### src/rtl/bus_width_decrease_arbiter_if.sv
// Bundle between NUM_REQ wide-word requesters, the arbiter and one narrow beat consumer.
// req_data keeps the flat layout: requester i occupies bits [i*SIZE_IN +: SIZE_IN].
interface bus_width_decrease_arbiter_if #(
    parameter int unsigned NUM_REQ  = 4,
    parameter int unsigned SIZE_IN  = 32,
    parameter int unsigned SIZE_OUT = 8,
    parameter int unsigned ID_W     = (NUM_REQ > 1) ? $clog2(NUM_REQ) : 1
);
    logic [NUM_REQ-1:0]              req_valid;
    logic [NUM_REQ-1:0]              req_ready;
    logic [NUM_REQ-1:0][SIZE_IN-1:0] req_data;
    logic                            output_valid;
    logic                            output_ready;
    logic [SIZE_OUT-1:0]             data_out;
    logic [ID_W-1:0]                 out_id;
    logic                            out_last;

    modport slave (
        input  req_valid, req_data, output_ready,
        output req_ready, output_valid, data_out, out_id, out_last
    );

    modport master (
        output req_valid, req_data, output_ready,
        input  req_ready, output_valid, data_out, out_id, out_last
    );
endinterface

### src/rtl/bus_width_decrease_arbiter.sv
// Round-robin arbiter that serializes one wide requester word at a time into
// SIZE_IN/SIZE_OUT narrow beats, tagged with the source ID and a last-beat flag.
module bus_width_decrease_arbiter #(
    parameter int unsigned NUM_REQ       = 4,
    parameter int unsigned SIZE_IN       = 32,
    parameter int unsigned SIZE_OUT      = 8,
    parameter bit          LITTLE_ENDIAN = 1'b1
) (
    input  logic                         clk,
    input  logic                         rst,
    bus_width_decrease_arbiter_if.slave  bus
);
    localparam int unsigned BEATS  = SIZE_IN / SIZE_OUT;
    localparam int unsigned ID_W   = (NUM_REQ > 1) ? $clog2(NUM_REQ) : 1;
    localparam int unsigned BEAT_W = (BEATS > 1) ? $clog2(BEATS) : 1;

    if ((SIZE_IN % SIZE_OUT) != 0) begin : g_size_check
        $error("SIZE_IN must be a multiple of SIZE_OUT");
    end
    if (NUM_REQ < 2) begin : g_req_check
        $error("NUM_REQ must be at least 2");
    end

    typedef enum logic {IDLE, SEND} state_t;

    state_t                          r_state, w_state_nxt;
    logic [BEATS-1:0][SIZE_OUT-1:0]  r_buf;
    logic [BEAT_W-1:0]               r_beat;
    logic [ID_W-1:0]                 r_id;
    logic [ID_W-1:0]                 r_rr_ptr;

    logic [ID_W-1:0]    w_grant, w_hi, w_lo;
    logic               w_hi_any, w_lo_any;
    logic               w_last_beat, w_xfer, w_slot, w_accept;
    logic [NUM_REQ-1:0] w_ready;
    logic [BEAT_W-1:0]  w_slice;

    // Round-robin search: first valid above the pointer, else first valid overall.
    always_comb begin
        w_hi     = '0;
        w_lo     = '0;
        w_hi_any = 1'b0;
        w_lo_any = 1'b0;
        for (int i = 0; i < NUM_REQ; i++) begin
            if (!w_hi_any && bus.req_valid[i] && (ID_W'(i) > r_rr_ptr)) begin
                w_hi_any = 1'b1;
                w_hi     = ID_W'(i);
            end
            if (!w_lo_any && bus.req_valid[i]) begin
                w_lo_any = 1'b1;
                w_lo     = ID_W'(i);
            end
        end
        w_grant = w_hi_any ? w_hi : w_lo;
    end

    assign w_last_beat = (r_beat == BEAT_W'(BEATS - 1));
    assign w_xfer      = (r_state == SEND) && bus.output_ready;
    assign w_slot      = (r_state == IDLE) || (w_xfer && w_last_beat);
    assign w_accept    = w_slot && w_lo_any;

    always_comb begin
        w_ready = '0;
        if (w_accept) begin
            w_ready[w_grant] = 1'b1;
        end
    end

    always_ff @(posedge clk) begin
        if (rst) begin
            r_state <= IDLE;
        end else begin
            r_state <= w_state_nxt;
        end
    end

    always_comb begin
        w_state_nxt = r_state;
        case (r_state)
            IDLE: begin
                if (w_accept) begin
                    w_state_nxt = SEND;
                end
            end
            SEND: begin
                if (w_xfer && w_last_beat) begin
                    w_state_nxt = w_accept ? SEND : IDLE;
                end
            end
            default: w_state_nxt = IDLE;
        endcase
    end

    // Word buffer, beat counter, source ID and round-robin pointer.
    always_ff @(posedge clk) begin
        if (rst) begin
            r_buf    <= '0;
            r_beat   <= '0;
            r_id     <= '0;
            r_rr_ptr <= ID_W'(NUM_REQ - 1);
        end else if (w_accept) begin
            r_buf    <= bus.req_data[w_grant];
            r_beat   <= '0;
            r_id     <= w_grant;
            r_rr_ptr <= w_grant;
        end else if (w_xfer) begin
            r_beat <= w_last_beat ? '0 : r_beat + BEAT_W'(1);
        end
    end

    assign w_slice = LITTLE_ENDIAN ? r_beat : (BEAT_W'(BEATS - 1) - r_beat);

    assign bus.req_ready    = w_ready;
    assign bus.output_valid = (r_state == SEND);
    assign bus.data_out     = r_buf[w_slice];
    assign bus.out_id       = r_id;
    assign bus.out_last     = (r_state == SEND) && w_last_beat;
endmodule

### src/flat_wrapper.sv
// flat-port wrapper written by rule: the top's interface ports become plain ports
module bus_width_decrease_arbiter_flat 
#(
    parameter int unsigned NUM_REQ       = 4,
    parameter int unsigned SIZE_IN       = 32,
    parameter int unsigned SIZE_OUT      = 8,
    parameter bit          LITTLE_ENDIAN = 1'b1
)
  (clk, rst, bus_req_valid, bus_req_data, bus_output_ready, bus_req_ready, bus_output_valid, bus_data_out, bus_out_id, bus_out_last);
  bus_width_decrease_arbiter_if #(.NUM_REQ(NUM_REQ), .SIZE_IN(SIZE_IN), .SIZE_OUT(SIZE_OUT)) bus_i ();
  input  logic clk;
  input  logic rst;
  input wire logic [$bits(bus_i.req_valid)-1:0] bus_req_valid;
  input wire logic [$bits(bus_i.req_data)-1:0] bus_req_data;
  input wire logic [$bits(bus_i.output_ready)-1:0] bus_output_ready;
  output wire logic [$bits(bus_i.req_ready)-1:0] bus_req_ready;
  output wire logic [$bits(bus_i.output_valid)-1:0] bus_output_valid;
  output wire logic [$bits(bus_i.data_out)-1:0] bus_data_out;
  output wire logic [$bits(bus_i.out_id)-1:0] bus_out_id;
  output wire logic [$bits(bus_i.out_last)-1:0] bus_out_last;
  assign bus_i.req_valid = bus_req_valid;
  assign bus_i.req_data = bus_req_data;
  assign bus_i.output_ready = bus_output_ready;
  assign bus_req_ready = bus_i.req_ready;
  assign bus_output_valid = bus_i.output_valid;
  assign bus_data_out = bus_i.data_out;
  assign bus_out_id = bus_i.out_id;
  assign bus_out_last = bus_i.out_last;
  bus_width_decrease_arbiter #(.NUM_REQ(NUM_REQ), .SIZE_IN(SIZE_IN), .SIZE_OUT(SIZE_OUT), .LITTLE_ENDIAN(LITTLE_ENDIAN)) u_core (.clk(clk), .rst(rst), .bus(bus_i));
endmodule
### config.mk
export PLATFORM = sky130hd
export DESIGN_NAME = bus_width_decrease_arbiter_flat
export DESIGN_NICKNAME = d
export VERILOG_FILES = /design/src/rtl/bus_width_decrease_arbiter_if.sv /design/src/rtl/bus_width_decrease_arbiter.sv /design/src/flat_wrapper.sv
export SDC_FILE = /design/constraint.sdc
export NUM_CORES = 1
export LEC_CHECK = 0
export ABC_CLOCK_PERIOD_IN_PS = 4600
export CORE_MARGIN = 2
export CORE_UTILIZATION = 42
export DETAILED_ROUTE_END_ITERATION = 10
export PLACE_DENSITY_LB_ADDON = 0.08
export SLEW_MARGIN = 30
export SYNTH_ARGS = -nofsm -noshare
export SYNTH_HDL_FRONTEND = slang
export SYNTH_SLANG_ARGS = --single-unit
### constraint.sdc
create_clock -name clk -period 4.6 [get_ports clk]
set_clock_uncertainty 0.15 [all_clocks]
set_input_delay 0.46 -clock clk [delete_from_list [all_inputs] [get_ports clk]]
set_output_delay 0.46 -clock clk [all_outputs]
set_load 0.1 [all_outputs]
# [Yosys cells after proc, flatten, opt, wreduce, memory -nomap -nowiden]
# Cells that the tools add are included.
[classes] addsub=1 magnitude_cmp=7 eq_ne=1 n_mux=26 bitwise=1 reduce_logical=23
[op_table] cell="32-bit binary-select mux with 2-bit select" count=1
[op_table] cell="32-bit two-way mux" count=1
[op_table] cell="8-bit binary-select mux with 2-bit select" count=1
[op_table] cell="1-bit logical AND" count=15
[op_table] cell="1-bit two-way mux" count=13
[op_table] cell="2-bit two-way mux" count=6
[op_table] cell="8-bit two-way mux" count=1
[op_table] cell="1-bit zero test" count=6
[op_table] cell="2-bit by 3-bit < comparator with 1-bit output, second input constant" count=2
[op_table] cell="1-bit by 2-bit > comparator with 1-bit output, first input constant" count=2
[op_table] cell="2-bit > comparator, first input constant" count=2
[op_table] cell="4-bit two-way mux" count=1
[op_table] cell="2-bit by 1-bit adder with 2-bit output, second input constant" count=1
[op_table] cell="1-bit demux with 2-bit select" count=1
[op_table] cell="2-bit equality test, second input constant" count=1
[op_table] cell="2-bit by 1-bit greater-or-equal comparator with 1-bit output, second input constant" count=1
[op_table] cell="1-bit one-hot mux with 2 select lines" count=1
[op_table] cell="2-bit OR reduction" count=1
[op_table] cell="1-bit logical OR" count=1
[op_table] cell="1-bit NOT" count=1
[totals] ff_bits=39 out_inout_bits=16 wordCells=67

# [Longest topological paths before layout]
# Gate-level depths: netlist (run 1).
[logic_depth] word_depth=21 depth_mapped=7

# [Least setup slack after synthesis (run 1)]
# No wires, ideal clock.
[synth_timing] path_kind="reg2out" startpoint="register u_core.r_state (netlist: u_core.bus.output_valid)" endpoint="output bus_req_ready[0]" arrival_time_ns=3.368 required_ns=3.990 slack_ns=0.622 path_stages_with_launch=4 path_buffers=0 cell_sequence="dfxtp_1 > a21bo_2 > nand2_1 > nor3b_1"
[synth_via] elab_chain_len=5
[synth_rtl] item="start, declared" line_no="bus_width_decrease_arbiter.sv:26" text="state_t r_state, w_state_nxt;"
[synth_rtl] item="start signal, assigned" line_no="bus_width_decrease_arbiter.sv:73" text="r_state <= w_state_nxt;"
[synth_rtl] item="1-bit logical AND" line_no="bus_width_decrease_arbiter.sv:58" text="assign w_xfer = (r_state == SEND) && bus.output_ready;"
[synth_rtl] item="1-bit logical AND" line_no="bus_width_decrease_arbiter.sv:59" text="assign w_slot = (r_state == IDLE) || (w_xfer && w_last_beat);"
[synth_rtl] item="1-bit logical OR (*)" line_no="bus_width_decrease_arbiter.sv:59"
[synth_rtl] item="1-bit logical AND (*)" line_no="bus_width_decrease_arbiter.sv:60" text="assign w_accept = w_slot && w_lo_any;"
[synth_rtl] item="4-bit two-way mux (*)" line_no="bus_width_decrease_arbiter.sv:64" text="if (w_accept) begin"
[synth_rtl] item="end, declared" line_no="flat_wrapper.sv:16" text="output wire logic [$bits(bus_i.req_ready)-1:0] bus_req_ready;"
# Mark *: on every way between the ends. The rest lies on a longest branch, timed or not.

# [Worst setup path in the final report (run 1)]
[layout_timing] startpoint="register u_core.r_beat[0]" endpoint="output bus_data_out[7]"
[layout_via] elab_chain_len=2
[layout_rtl] item="start, declared" line_no="bus_width_decrease_arbiter.sv:28" text="logic [BEAT_W-1:0] r_beat;"
[layout_rtl] item="start signal, assigned" line_no="bus_width_decrease_arbiter.sv:107" text="r_beat <= w_last_beat ? '0 : r_beat + BEAT_W'(1);"
[layout_rtl] item="8-bit binary-select mux with 2-bit select" line_no="bus_width_decrease_arbiter.sv:115" text="assign bus.data_out = r_buf[w_slice];"
[layout_rtl] item="8-bit two-way mux (implied by the code)" line_no="bus_width_decrease_arbiter.sv:115"
[layout_rtl] item="end, declared" line_no="flat_wrapper.sv:18" text="output wire logic [$bits(bus_i.data_out)-1:0] bus_data_out;"
# Every way passes these cells. The select of a mux whose other input is x is not followed.

==> results of run 1 <==
kinds of logic (layout without fill, tap and decap cells):
| logic type | count (synthesis) | after routing |
|---|---|---|
| muxes | 74 | 74 |
| and+or+nand+nor | 63 | 63 |
| AOI/OAI and AO/OA | 44 | 44 |
| DFF | 39 | 39 |
| buffers and inverters | 21 | 163 |
| adders and majority gates | 1 | 1 |
path summary, 6_finish.rpt:
kind | startpoint | end | slack (ns) | depth (start not counted)
max reg2reg | u_core.r_beat[0] | u_core.r_buf[30] | 2.06 | 5
max | u_core.r_beat[0] | bus_data_out[7] | 1.43 | 2
min reg2reg | u_core.r_buf[3] | u_core.r_buf[3] | 0.32 | 2
min | u_core.r_buf[3] | u_core.r_buf[3] | 0.32 | 2
layout make-up:
class,instances,area (sq um)
fill,486,1790
multi-input combinational,182,1720
timing repair buffer,154,1520
sequential,39,781
tap,75,93.8
clock buffer,7,76.3
clock inverter,1,5.00
inverter,1,3.75
stage by stage:
step	area, sq um	hold slack, ns	worst slack, ns
after detailed placement	4120	0.298	1.47
after CTS	4200	0.313	1.41
after floorplan	2640	0.277	0.622
after global placement	4120	0.292	1.52
final	4200	0.316	1.43
after global routing	4200	0.336	1.29
state kept, by name, indices dropped and copies added (netlist names):
name,count
u_core.r_rr_ptr,2
u_core.r_buf,32
u_core.r_beat,2
u_core.bus.output_valid,1
u_core.bus.out_id,2
cells in the final DEF (no fill, tap or decap), types with 2 or more instances in the layout:
| cell type | n |
|---|---|
| a21oi_1 | 4 |
| buf_4 | 8 |
| clkbuf_1 | 2 |
| clkbuf_8 | 5 |
| clkdlybuf4s50_1 | 146 |
| dfxtp_1 | 39 |
| mux2i_1 | 66 |
| mux4_2 | 8 |
| nand2_1 | 37 |
| nand2b_1 | 4 |
| nor2_1 | 7 |
| nor3_1 | 6 |
| nor3b_1 | 2 |
| o221ai_1 | 2 |
| o221ai_2 | 30 |
power by group through the flow:
stage | sequential, mW | combinational [mW] | clock (mW)
after floorplan | 0.411 | 0.302 | 0
after global placement | 0.409 | 0.470 | 0
after detailed placement | 0.409 | 0.477 | 0
after CTS | 0.402 | 0.479 | 0.229
after global routing | 0.406 | 0.503 | 0.245
final | 0.402 | 0.475 | 0.226
routing by layer:
layer  share of wire [%]  track usage, %  up-vias
met5                   0               0        -
met4                 1.2            4.77        0
met3                 6.9            6.46        8
met2                  49            36.7       87
met1                  42            26.8     1153
li1                    -               -     1220
tightest hold or removal path, cell delays in order (launching register included):
cell and delay (ns):
dfxtp_1 0.32, nand2_1 0.06, o221ai_2 0.05
==> results by group, run 1 <==
Flow run
  • Max-cap violations: 0

Routing
  • Initial drt markers: 103
  • Via count: 2,468
  • Post-route DRC: 0
  • Post-Route WL: 7620 um
  • Vias per cell: ~5.4
  • Pre-Repair DR Iteration Count: 4
  • DRT antenna net count: 0
  • DR WL/cell: 16.6 um

Synth
  • Post-synth EDFFs: 0
  • Sequential area share after synthesis: 29.6%
  • Mapped Area: ~2600 sq um
  • Area leader, netlist: dfxtp_1
  • Syn. warnings: 0
  • Synth Area in Compound Gates: 21.7%
  • Synthesized Nets: 378
  • Top-count cell post-synth: mux2i_1
  • Dominant cells by area after synthesis: dfxtp_1 30%, mux2i_1 25%, o221ai_2 17%
  • Multiplexer share of the synthesized area: 31.9%
  • Post-Synth Simple-Gate Area: 10.7%
  • FFs w/ async S/R, synth: 0%
  • Post-Synth XOR/XNOR Area: 0%
  • Synth top area share: slightly below 30%
  • Most used flip-flop cell after synthesis: dfxtp_1
  • Syn_area_per_cell: 10.9 sq um
  • #FFs+latches synth: 39
  • Post-synthesis cell type count: 30
  • Most frequent cells after synthesis: 66 x mux2i_1, 39 x dfxtp_1, 37 x nand2_1
  • Largest family of logic cells by synthesized area: multiplexers
  • Mapped Cells: ~240
  • Post-Synth Adder-Cell Area: 0.474%

GRT
  • Initial antenna violation count: 0
  • Largest net degree at the start of global routing: 36
  • First-pass GRT wire length: about 12,000 um
  • Number of global-route vias before repair: 2,478
  • Gr usage total: 21.5%
  • GR Overflow Total: 0

Worst setup path
  • Crit path launch type: flop
  • Delay-heaviest family, CP: buffers and inverters
  • Critical-path cell list: mux4_2 -> clkdlybuf4s50_1
  • Required time worst endpoint: 3.99 ns
  • CP endpoint kind: output pin
  • Setup CP Type: flop to output pin
  • Crit path max fanout: 11
  • Slowest stage delay, CP: 0.99 ns
  • Slowest-stage cell, CP: clkdlybuf4s50_1
  • Arrival @ worst endpoint: between 2 and 3 ns
  • Buf/Inv on CP: 1

Timing
  • RSZ-0062 raised after global routing: false
  • Endpoints failing setup: 0
  • Fmax: 316 MHz
  • Final min period: about 3.2 ns
  • Least-Margin Pin Slew: 1.03 ns
  • Final Hold Viols: 0
  • Relative slew slack: a little under a third
  • Slew Viols, Final: 0
  • Tcrit/Tclk final: 68.9%
  • Setup TNS: 0 ns

Floorplanning
  • Starting Density: 44.0%
  • Die width: 83.2 um
  • Core area: 5990 sq um
  • Io pins: between 150 and 200
  • Site Rows: 28
  • Chip Height: 83.2 um
  • Die area: roughly 6900 sq um

Layout
  • ANT cells: 0
  • Nets: about 520
  • Final cell count without fillers: 459
  • Share of layout cells above drive strength 1: between 10% and 20%
  • Layout area overhead: 59.4%
  • Util after Layout: about 70%

CTS
  • Post CTS Setup Buffer Count: 0
  • Clk slew on worst S/H paths: 0.07 ns
  • Clock root cell: clkbuf_8
  • # hold bufs at CTS: 0
  • H-tree level count: 2
  • CTS Buf Count: 5
  • Post-CTS Resized: 0
  • Clk Latency, worst-skew pair: 0.29 ns
  • Clock buffer depth: 2
  • TritonCTS clock tree: yes
  • Clock sink count: 39

Power
  • Sw Share: 35.7%
  • Power Total: approximately 1.1 mW
  • Clock Power Share: 20.5%
  • Sequential share of power: 36.4%
  • Int Pwr: 0.710 mW
  • Net Switching: 0.394 mW
  • Combinational Power Share: a little over two fifths
  • Pwr Density: about 260 nW/um^2
  • Peak VDD IR: 0.220 mV
  • Leakage Power: 1.56 nW

Place
  • DP HPWL: 5810 um
  • Inst Count DP: 451
  • Buffers on Ports: 150
  • RePlAce Congestion: 0.840

Run status
  • Status: finished clean

Hold path
  • Worst hold path class: flop to flop
No activity file was read; power rests on OpenSTA's default activity.
==> inputs of run 2 (changes only) <==
--- a/config.mk
+++ b/config.mk
@@ -5,9 +5,9 @@
 export SDC_FILE = /design/constraint.sdc
 export NUM_CORES = 1
 export LEC_CHECK = 0
-export ABC_CLOCK_PERIOD_IN_PS = 4600
+export ABC_CLOCK_PERIOD_IN_PS = 2800
 export CORE_MARGIN = 2
-export CORE_UTILIZATION = 42
+export CORE_UTILIZATION = 35
 export DETAILED_ROUTE_END_ITERATION = 10
 export PLACE_DENSITY_LB_ADDON = 0.08
 export SLEW_MARGIN = 30
==> constraint.sdc (replaced) <==
create_clock -name clk -period 2.8 [get_ports clk]
set_clock_uncertainty 0.15 [all_clocks]
set_input_delay 0.28 -clock clk [delete_from_list [all_inputs] [get_ports clk]]
set_output_delay 0.28 -clock clk [all_outputs]
set_load 0.1 [all_outputs]
==> results by group, run 2 (synthesis gave the netlist of run 1 again) <==
Flow run
  • Max-cap violations: 0 (unchanged)

CTS
  • H-tree level count: 2 (unchanged)
  • Clk Latency, worst-skew pair: 0.29 ns (about the same)
  • CTS Buf Count: 5 (unchanged)
  • Clock buffer depth: 2 (unchanged)
  • TritonCTS clock tree: yes
  • # hold bufs at CTS: 0 (unchanged)
  • Clock sink count: 39 (unchanged)
  • Clk slew on worst S/H paths: 0.07 ns (about the same)
  • Post-CTS Resized: 0 (unchanged)
  • Post CTS Setup Buffer Count: 0 (unchanged)
  • Clock root cell: clkbuf_8

Worst setup path
  • Crit path launch type: input port
  • Reg2reg setup slack: 0.68 ns (-1.38 ns)
  • Arrival @ worst endpoint: 2.11 ns (-0.45 ns)
  • Reg2Reg Depth: 6 (+1)
  • Worst r2r src: u_core.r_beat[0]
  • Reg-to-Reg End: u_core.r_buf[19]
  • CP endpoint kind: output pin
  • Required time worst endpoint: 2.37 ns (-1.62 ns)
  • Crit path max fanout: 6 (-5)
  • Setup CP Type: input port to output pin

Timing
  • RSZ-0062 raised after global routing: false
  • Final worst slack: 0.256 ns (-1.18 ns)
  • Final Hold Viols: 0 (unchanged)
  • Endpoints failing setup: 0 (unchanged)
  • Tcrit/Tclk final: 90.9%
  • Slew Viols, Final: 0 (unchanged)
  • Final min period: roughly 2.5 ns
  • Relative slew slack: 39.9% (+8.8 points)
  • Least-Margin Pin Slew: 0.900 ns (-0.131 ns)
  • Fmax: 393 MHz

Layout
  • Filler cells: 661 (+36%)
  • Nets: 525 (+1.2%)
  • Design area: 4370 sq um (+4.0%)
  • Commonest non-fill, non-tap cells in the layout: 134 x clkdlybuf4s50_1, 66 x mux2i_1, 39 x dfxtp_1, 37 x nand2_1, 30 x o221ai_2
  • Max FFs per register: 32 (unchanged)
  • Share of layout cells above drive strength 1: 20.4% (+5.0 points)
  • Top reg by flops: u_core.r_buf
  • ANT cells: 0 (unchanged)
  • Commonest non-fill, non-tap cell in the layout: clkdlybuf4s50_1
  • Layout area overhead: 65.7%

Place
  • RePlAce Congestion: 0.879 (+4.7%)
  • Cell Area, Placed: 4300 sq um (+4.3%)
  • DP HPWL: 6180 um (+6.4%)
  • Buffers on Ports: 150 (unchanged)
  • Setup WS pre-CTS: 0.218 ns (-1.26 ns)

Routing
  • Initial drt markers: 93 (-9.7%)
  • Met2 WL post-DR: 3680 um (-2.2%)
  • Met3 wire length: 551 um (+4.6%)
  • Highest routed metal layer: met4
  • Post-Route WL: 7840 um (+2.9%)
  • Via count: 2,509 (+1.7%)
  • Met1 Routed Length: 3520 um (+8.8%)
  • Pre-Repair DR Iteration Count: 4 (unchanged)
  • Vias per cell: 5.15 (-4.2%)
  • Post-route DRC: 0 (unchanged)
  • DR WL/cell: 16.1 um (-3.0%)
  • DRT antenna net count: 0 (unchanged)

GRT
  • Initial antenna violation count: 0 (unchanged)
  • GR Overflow Total: 0 (unchanged)
  • Gr usage total: 18.8% (-2.8 points)
  • First-pass GRT wire length: 12,500 um (+3.6%)
  • Largest net degree at the start of global routing: 35 (-2.8%)
  • Number of global-route vias before repair: 2,568 (+3.6%)

Floorplanning
  • Die area: 8250 sq um (+19%)
  • Io pins: 151 (unchanged)
  • Core area: 7290 sq um (+22%)
  • Site Rows: 31 (+11%)
  • Starting Density: 36.2% (-7.9 points)
  • Die width: 90.8 um (+9.1%)
  • Chip Height: 90.8 um (+9.1%)

Hold path
  • Hold depth: 2 (unchanged)
  • Hold_sp: u_core.r_buf[20]
  • Worst min-delay path endpoint: u_core.r_buf[20]
  • Worst hold path class: flop to flop

Run status
  • Status: finished clean

Power
  • Leakage Power: 1.65 nW (+5.5%)
  • Peak VDD IR: 0.168 mV (-24%)
  • Pwr Density: 419 nW/um^2 (+60%)
[run 2: where the power goes]
group | leakage, nW | switching, mW | total (mW) | internal (mW)
Sequential | 0.322 | 0.0404 | 0.658 | 0.618
Clock | 0.0371 | 0.183 | 0.349 | 0.166
Combinational | 1.29 | 0.422 | 0.823 | 0.402
[run 2: cell type report]
cell class | count | area [sq um] | area share, %
repair buffers | 160 | 1650 | 37.7
inverters | 1 | 3.75 | 0.0859
flip-flops and latches | 39 | 781 | 17.9
clock buffers | 6 | 72.6 | 1.66
multi-input cells | 182 | 1740 | 39.8
well taps | 99 | 124 | 2.83
[run 2: metrics by stage]
stage	TNS [ns]	power [mW]	util [%]	hold WS, ns	std cells
floorplan	-0.0242	1.17	-	0.277	242
detailed placement	0	1.50	58.9	0.296	481
CTS	0	1.85	59.9	0.320	487
global placement	0	1.49	58.9	0.294	481
global route	0	1.92	59.9	0.332	487
finish	0	1.83	59.9	0.317	487
[run 2: per-layer routing]
| layer | vias up | GRT usage, % |
|---|---|---|
| met1 | 1175 | 24.2 |
| met2 | 103 | 31.7 |
| met5 | - | 0 |
| met4 | 0 | 4.55 |
| met3 | 8 | 4.42 |
| li1 | 1223 | - |
[run 2: worst max-delay path: stages]
cell and delay, ns:
clkdlybuf4s50_1 0.56, nor2_1 0.09, nor3_1 0.47, nor3_1 0.22, nor3_2 0.29, buf_12 0.21
[run 2: worst max path at each step]
stage	from	slack, ns	depth (start not counted)	endpoint
floorplan	u_core.bus.output_valid	-0.02	3	bus_req_ready[0]
global placement	bus_req_valid[1]	0.28	6	u_core.r_buf[10]
detailed placement	bus_req_valid[1]	0.22	6	u_core.r_buf[10]
CTS	bus_req_valid[1]	0.27	6	bus_req_ready[1]
global route	bus_req_valid[1]	0.09	6	bus_req_ready[1]
finish	bus_req_valid[1]	0.26	6	bus_req_ready[1]
==> inputs of run 3 (changes only) <==
--- a/config.mk
+++ b/config.mk
@@ -5,7 +5,6 @@
 export SDC_FILE = /design/constraint.sdc
 export NUM_CORES = 1
 export LEC_CHECK = 0
-export ABC_CLOCK_PERIOD_IN_PS = 2800
 export CORE_MARGIN = 2
 export CORE_UTILIZATION = 35
 export DETAILED_ROUTE_END_ITERATION = 10
==> results of run 3 <==
Final layout, timing and power as in run 2 (identical DEF).
==> patch: new RTL, config.mk and constraints of run 3 <==
`LITTLE_ENDIAN` is set to 1'b1 in 2 places; all go to 1'b0.
--- a/src/rtl/bus_width_decrease_arbiter.sv
+++ b/src/rtl/bus_width_decrease_arbiter.sv
@@ -5,5 +5,5 @@
     parameter int unsigned SIZE_IN       = 32,
     parameter int unsigned SIZE_OUT      = 8,
-    parameter bit          LITTLE_ENDIAN = 1'b1
+    parameter bit          LITTLE_ENDIAN = 1'b0
 ) (
     input  logic                         clk,
--- a/src/flat_wrapper.sv
+++ b/src/flat_wrapper.sv
@@ -5,5 +5,5 @@
     parameter int unsigned SIZE_IN       = 32,
     parameter int unsigned SIZE_OUT      = 8,
-    parameter bit          LITTLE_ENDIAN = 1'b1
+    parameter bit          LITTLE_ENDIAN = 1'b0
 )
   (clk, rst, bus_req_valid, bus_req_data, bus_output_ready, bus_req_ready, bus_output_valid, bus_data_out, bus_out_id, bus_out_last);
Behaviour: not the same (a bounded check fails within 4 cycles, from zero or initial values and one cycle with rst high).
==> patch against run 3 <==
  * Synthesized cell count stayed put
  * Area after synthesis hardly changed
  * Worst setup slack gained 29 ps
  * Total power increased by 0.17%
  * Sequential cell count did not move
  * Clock power rose by 5%
  * Largest power group unchanged
  * Routed wire length is 2.2% lower
  * Largest cell class unchanged
  * Final area is 0.43% lower
==> patch: results (changes against run 3) <==
DRC marker count from the first detailed-route iteration=68 (-27%); run status=complete, no violations; global router's overall resource usage=18.6% (-0.15 points); global-route wire length before repair=12400 um (-0.72%); worst setup slack after placement=265 ps (+46.9 ps); vias in the first global route=2526 (-1.6%); DPL Wire Length=6110 um (-1.1%); proportion of layout cells with a drive suffix above 1=20.3% (-0.052 points); P_leak=1.64 nW (-0.64%); global placer's final weighted congestion=0.860 (-2.2%); maximum vdd ir drop=0.185 mV (+9.9%); final cell count without fillers=488 (+0.21%); Primary FF master, synth=sky130_fd_sc_hd__dfxtp_1; power per unit of standard cell area=421 nW/um2 (+0.60%); detailed-routing iteration count for the pre-antenna-repair pass=4 (unchanged); arrival time worst endpoint=2090 ps (-20 ps); Final #Nets=524 (-0.19%); antenna diode count=0 (unchanged); slowest stage cell, crit path=sky130_fd_sc_hd__clkdlybuf4s50_1; leading post-synthesis cells by cell area=sky130_fd_sc_hd__dfxtp_1 (30%), sky130_fd_sc_hd__mux2i_1 (25%), sky130_fd_sc_hd__o221ai_2 (17%), sky130_fd_sc_hd__mux4_2 (6.8%), sky130_fd_sc_hd__nand2_1 (5.3%); Wirelength per Cell=15.7 um (-2.4%); top cells by count, synth=sky130_fd_sc_hd__mux2i_1 (66), sky130_fd_sc_hd__dfxtp_1 (39), sky130_fd_sc_hd__nand2_1 (37); sequential element share of the synthesized area=29.6% (about the same); Vias/cell=5.02 (-2.5%); internal power consumption=1.19 mW (+0.25%); count of different cell masters after synthesis=31 (+3.3%); instance count after placement with tap cells included=480 (-0.21%)
-- patch: stage by stage --
| stage | util, % | area, um2 | power [mW] |
|---|---|---|---|
| floorplan | - | 2650 | 1.18 |
| global placement | 58.6 | 4270 | 1.48 |
| detailed placement | 58.6 | 4270 | 1.49 |
| CTS | 59.7 | 4350 | 1.86 |
| global route | 59.7 | 4350 | 1.93 |
| finish | 59.7 | 4350 | 1.83 |
-- patch: worst paths after layout --
check	from	endpoint	slack, ps	cells past startpoint
setup reg to reg	u_core.r_rr_ptr[0]	u_core.r_buf[30]	690	5
setup / recovery	bus_req_valid[1]	bus_req_ready[1]	280	6
hold reg to reg	u_core.bus.out_id[1]	u_core.bus.out_id[1]	310	2
hold / removal	u_core.bus.out_id[1]	u_core.bus.out_id[1]	310	2
-- patch: cell type report --
type                       count  area [um2]
multi-input combinational    182        1730
sequential                    39         781
tap                           99         124
timing repair buffer         159        1630
clock inverter                 1        5.00
clock buffer                   7        76.3
inverter                       1        3.75
fill                         666        2940
-- patch: worst max-delay path, delay by kind of cell --
kind          cells  cell delay, ps
buf+inv           2             770
simple gates      4            1030
-- patch: cell families (layout without fill, tap and decap cells) --
kind of cell    Yosys count  in the layout  share of synthesized area, %
mux                      74             74                          31.9
flops                    39             39                          29.6
fa+ha+maj                 1              1                         0.474
compound gates           44             44                          21.7
buf+inv                  21            168                          5.69
simple gates             63             63                          10.7
-- patch: power groups by stage --
stage | registers [mW] | logic, mW | clock network [mW]
after floorplan | 0.675 | 0.501 | 0
after global placement | 0.670 | 0.814 | 0
after detailed placement | 0.670 | 0.820 | 0
after CTS | 0.658 | 0.822 | 0.377
after global routing | 0.665 | 0.861 | 0.405
final | 0.658 | 0.811 | 0.365
-- patch: per-layer routing --
metal | GRT usage (%) | share of wire (%)
met2 | 32.5 | 50
met5 | 0 | 0
met4 | 5.43 | 1.7
met1 | 22.8 | 42
met3 | 4.34 | 6.2
